File: config.mk
export PLATFORM = sky130hd
export DESIGN_NAME = bin_to_display
export DESIGN_NICKNAME = d
export VERILOG_FILES = /design/src/rtl/bin_to_display.sv
export SDC_FILE = /design/constraint.sdc
export NUM_CORES = 1
export LEC_CHECK = 0
export ABC_CLOCK_PERIOD_IN_PS = 2200
export BUFFER_PORTS_ARGS = -buffer_cell sky130_fd_sc_hd__buf_2
export CORE_MARGIN = 5
export CORE_UTILIZATION = 45
export DETAILED_ROUTE_END_ITERATION = 10
export PLACE_DENSITY = 0.7
export REMOVE_ABC_BUFFERS = 1
export SLEW_MARGIN = 20
export SYNTH_ARGS = -nofsm -noshare
export SYNTH_HDL_FRONTEND = slang
export SYNTH_SLANG_ARGS = --single-unit
File: constraint.sdc
create_clock -name clk -period 2.2 [get_ports clk]
set_input_delay 0.11 -clock clk [delete_from_list [all_inputs] [get_ports clk]]
set_output_delay 0.11 -clock clk [all_outputs]
set_load 0.01 [all_outputs]
File: src/rtl/bin_to_display.sv
// Binary to display front end: iterative double-dabble BCD conversion followed by
// leading-zero blanking and minus-sign placement for a bank of 7-segment decoders.
module bin_to_display #(
    parameter int WIDTH  = 8,
    parameter int DIGITS = 4,
    parameter bit SIGNED = 1'b1
) (
    input  logic                  clk,
    input  logic                  reset,
    input  logic                  start,
    input  logic [WIDTH-1:0]      value,
    output logic                  busy,
    output logic                  done,
    output logic [4*DIGITS-1:0]   digits,
    output logic [DIGITS-1:0]     apaga,
    output logic [DIGITS-1:0]     sinal,
    output logic                  ovf
);

    localparam int BW = 4 * DIGITS;
    localparam int CW = $clog2(WIDTH + 1);
    localparam logic [CW-1:0] LAST_BIT = CW'(WIDTH - 1);

    typedef enum logic [1:0] {
        IDLE,
        CONV,
        FMT
    } state_t;

    state_t             state_q, state_d;
    logic               neg_q, neg_d;
    logic [WIDTH-1:0]   mag_q, mag_d;
    logic [BW-1:0]      bcd_q, bcd_d;
    logic [CW-1:0]      cnt_q, cnt_d;
    logic               lost_q, lost_d;
    logic [BW-1:0]      digits_q, digits_d;
    logic [DIGITS-1:0]  apaga_q, apaga_d;
    logic [DIGITS-1:0]  sinal_q, sinal_d;
    logic               ovf_q, ovf_d;
    logic               done_q, done_d;

    logic               value_neg;
    logic [WIDTH-1:0]   value_mag;
    logic [BW-1:0]      adj_bcd;
    int                 top_n;
    logic [DIGITS-1:0]  fmt_apaga;
    logic [DIGITS-1:0]  fmt_sinal;
    logic               sign_ovf;

    // Two's complement magnitude; the most negative value maps to 2^(WIDTH-1) unsigned.
    assign value_neg = SIGNED && value[WIDTH-1];
    assign value_mag = value_neg ? (~value + WIDTH'(1)) : value;

    always_comb begin
        adj_bcd = bcd_q;
        for (int i = 0; i < DIGITS; i++) begin
            if (bcd_q[4*i +: 4] >= 4'd5) begin
                adj_bcd[4*i +: 4] = bcd_q[4*i +: 4] + 4'd3;
            end
        end
    end

    // Blanking and sign placement from the number of significant digits.
    always_comb begin
        top_n     = 1;
        fmt_apaga = '0;
        fmt_sinal = '0;
        for (int i = 1; i < DIGITS; i++) begin
            if (bcd_q[4*i +: 4] != 4'd0) begin
                top_n = i + 1;
            end
        end
        for (int i = 0; i < DIGITS; i++) begin
            fmt_apaga[i] = (i >= top_n);
            if (neg_q && (top_n < DIGITS) && (i == top_n)) begin
                fmt_sinal[i] = 1'b1;
                fmt_apaga[i] = 1'b0;
            end
        end
        sign_ovf = neg_q && (top_n == DIGITS);
    end

    always_comb begin
        state_d  = state_q;
        neg_d    = neg_q;
        mag_d    = mag_q;
        bcd_d    = bcd_q;
        cnt_d    = cnt_q;
        lost_d   = lost_q;
        digits_d = digits_q;
        apaga_d  = apaga_q;
        sinal_d  = sinal_q;
        ovf_d    = ovf_q;
        done_d   = 1'b0;
        case (state_q)
            IDLE: begin
                if (start) begin
                    neg_d   = value_neg;
                    mag_d   = value_mag;
                    bcd_d   = '0;
                    cnt_d   = '0;
                    lost_d  = 1'b0;
                    state_d = CONV;
                end
            end
            CONV: begin
                bcd_d  = {adj_bcd[BW-2:0], mag_q[WIDTH-1]};
                mag_d  = {mag_q[WIDTH-2:0], 1'b0};
                lost_d = lost_q | adj_bcd[BW-1];
                cnt_d  = cnt_q + CW'(1);
                if (cnt_q == LAST_BIT) begin
                    state_d = FMT;
                end
            end
            FMT: begin
                digits_d = bcd_q;
                apaga_d  = fmt_apaga;
                sinal_d  = fmt_sinal;
                ovf_d    = lost_q | sign_ovf;
                done_d   = 1'b1;
                state_d  = IDLE;
            end
            default: begin
                state_d = IDLE;
            end
        endcase
    end

    always_ff @(posedge clk or posedge reset) begin
        if (reset) begin
            state_q  <= IDLE;
            neg_q    <= 1'b0;
            mag_q    <= '0;
            bcd_q    <= '0;
            cnt_q    <= '0;
            lost_q   <= 1'b0;
            digits_q <= '0;
            apaga_q  <= '1;
            sinal_q  <= '0;
            ovf_q    <= 1'b0;
            done_q   <= 1'b0;
        end else begin
            state_q  <= state_d;
            neg_q    <= neg_d;
            mag_q    <= mag_d;
            bcd_q    <= bcd_d;
            cnt_q    <= cnt_d;
            lost_q   <= lost_d;
            digits_q <= digits_d;
            apaga_q  <= apaga_d;
            sinal_q  <= sinal_d;
            ovf_q    <= ovf_d;
            done_q   <= done_d;
        end
    end

    assign busy   = (state_q != IDLE);
    assign done   = done_q;
    assign digits = digits_q;
    assign apaga  = apaga_q;
    assign sinal  = sinal_q;
    assign ovf    = ovf_q;

endmodule

==> results.ini <==
[timing]
rsz0062_at_grt = false
worst_slack_ps = 424.8
max_freq_mhz = 563.3
setup_viol = 0
finalHoldViolations = 0
finalSetupTns_ps = 0
relSlewSlack = 0.5737
min_period_ps = 1775
fin_skew_ps = 5.798
slew_viol_final = 0
timing.final.crit_share = 0.8069
tightest_slew_ps = 638.5

[pwr]
peakVddDrop_mv = 0.4946
swShare = 0.3835
power_per_cell_area_nw_per_um2 = 1314
pwr-share-seq = 0.421
power.switching_mw = 1.607
p_int_mw = 2.583
clock_power_share = 0.197
p_leak_nw = 1.534
p_comb_frac = 0.382

[synth]
synth_cell_type_count = 39
synth-adder-area-share = 0.04621
synth_edf_count = 0
synthArstFlopShare = 1.000
synth_cells = 272
seq_area_frac_synth = 0.5379
synth-simple-area-share = 0.1640
synth-warning-count = 0
syn_avg_cell_area_um2 = 9.954
synthMuxAreaShare = 0.003697
synth_compound_area_frac = 0.1724
syn_area_um2 = 2708
synth-seq-cells = 58
ys.flop_type = dfrtp_1
synth_top_family_by_area = compound AO/OA/AOI/OAI gates
synth_xor_area_frac = 0.03558

[clocking]
cts_tree = done
clk_pin_slew_ps = 60
cts-resized-gates = 0
cts_root_buf = clkbuf_8
clock_sinks = 58
cts_buffer_depth = 2
htreeDepth = 3
cts_made_buffers = 9
clk_latency_ps = 330

[drt]
viasPerCell = 5.170
drcViolationCount = 0
vias = 2063
antenna_left = 0
wl_per_cell_um = 13.65
drt-total-wl_um = 5445
initialDrtViolationCount = 99
firstDrtPassIters = 4

[grt]
gr-usage-met1 = 0.2160
grt_util_met3 = 0.03575
grt_start_max_net_pins = 31
grt.overflow.total = 0
grt_pass1_vias = 2058
grt.busiest_layer = met2
gr-usage-met2 = 0.2493
grt_pass1_wl_um = 9639
antenna_found_initial = 0
grt_usage = 0.1617

[placement]
io_buffers = 37
dp_hpwl_um = 3980
pre_cts_slack_ps = 433.9
place.gp.congestion = 0.8425

[floorplan]
fp.dieH_um = 87.57
io_pins = 38
start_util = 0.4600
core_area_um2 = 5886
rows = 28
die_area_um2 = 7669
die_w_um = 87.57

[critical_path]
ff2ff_setup_slack_ps = 420
crit_path_end_kind = register
path_max_fanout = 4
cp-start-kind = register
crit_type = reg2reg
required_ps = 2430
reg2reg_depth = 5
cp_data_arrival_time_ps = 2000

[cells_and_area]
final_layout_size_suffix_gt1_frac = 0.2160
layout_commonest_cell = nand2_1
area_delta_synth_final_pct = 17.74
mostFrequentLayoutCells = nand2_1, dfrtp_1, buf_2
n_antenna_cell = 0
nets = 340

[run]
drv_cap = 0

[status]
status = complete, no violations

[min_path]
hold_path.class = in2reg
whs_path_depth = 3

[sequential cells by signal (all words and copies together), names as in the netlist]
register	count
bcd_q	16
digits	16
mag_q	8
apaga	4
cnt_q	4
sinal	4
state_q	2
done	1
lost_q	1
neg_q	1
ovf	1
[routing by layer]
| layer | vias up | part of all wire |
|---|---|---|
| met1 | 972 | 0.48 |
| met5 | - | 0 |
| met3 | 10 | 0.045 |
| met2 | 34 | 0.46 |
| met4 | 0 | 0.019 |
| li1 | 1047 | - |
[worst max-delay path, stage by stage (launching register included)]
cell     delay [ps]
dfrtp_1         400
inv_1           150
ha_1            230
nor3b_2         280
or3b_1          410
o31ai_1         210
[power by group through the flow]
stage	registers, mW	clock network (mW)	logic, mW
2_1_floorplan	1.79	0	1.04
3_3_place_gp	1.76	0	1.57
3_5_place_dp	1.78	0	1.62
4_1_cts	1.76	0.851	1.63
5_1_grt	1.82	0.903	1.84
6_report	1.76	0.825	1.60
[cell usage after synthesis, types with 6 or more instances]
cell | count | area, um2
o31ai_1 | 9 | 67.56
inv_1 | 13 | 48.80
xor2_1 | 6 | 52.55
nor2_1 | 10 | 37.54
a21oi_1 | 10 | 50.05
dfrtp_1 | 54 | 1351
o21ai_0 | 23 | 115.1
o22ai_1 | 6 | 37.54
ha_1 | 10 | 125.1
buf_2 | 9 | 45.04
nand2_1 | 58 | 217.7
[kinds of logic after synthesis]
kind of cell | Yosys count
AND/OR/NAND/NOR | 95
AO/OA/AOI/OAI | 71
flip-flops | 58
buffers and inverters | 26
XOR/XNOR | 11
adder cells (fa/ha/maj) | 10
multiplexers | 1
[worst paths after layout]
| kind | start | to |
|---|---|---|
| max reg2reg | bcd_q[4]$_DFFE_PP0P_ | sinal[1]$_DFFE_PP0P_ |
| min reg2reg | digits[11]$_DFFE_PP0P_ | digits[11]$_DFFE_PP0P_ |
| min in group asynchronous | reset | digits[1]$_DFFE_PP0P_ |
| max in group asynchronous | reset | apaga[2]$_DFFE_PP1P_ |
| min | value[6] | mag_q[6]$_DFFE_PP0P_ |
| max | bcd_q[4]$_DFFE_PP0P_ | sinal[1]$_DFFE_PP0P_ |
[through the flow]
stage | cell area (um2) | utilization | hold WS [ps] | instances | total power, mW
after floorplan | 2655 | - | 226.8 | 261 | 2.835
after global placement | 3014 | 0.5121 | 232.2 | 382 | 3.333
after detailed placement | 3014 | 0.5121 | 236.4 | 382 | 3.401
after CTS | 3188 | 0.5417 | 64.42 | 399 | 4.243
after global routing | 3188 | 0.5417 | 106.4 | 399 | 4.570
final | 3188 | 0.5417 | 71.09 | 399 | 4.190
[cell type report]
type / instances / area [um2]
clock buffer: 13 / 148.9
timing repair buffer: 47 / 275.3
multi-input combinational: 188 / 1142
fill: 544 / 2698
inverter: 15 / 56.30
sequential: 58 / 1456
tap: 75 / 93.84
clock inverter: 3 / 15.01
[timing repair]
item,in CTS,in global routing
setup endpoints to repair,0,0
setup buffers,0,0
hold endpoints to repair,27,0
hold buffers,1,0
No activity file was read; power rests on OpenSTA's default activity.
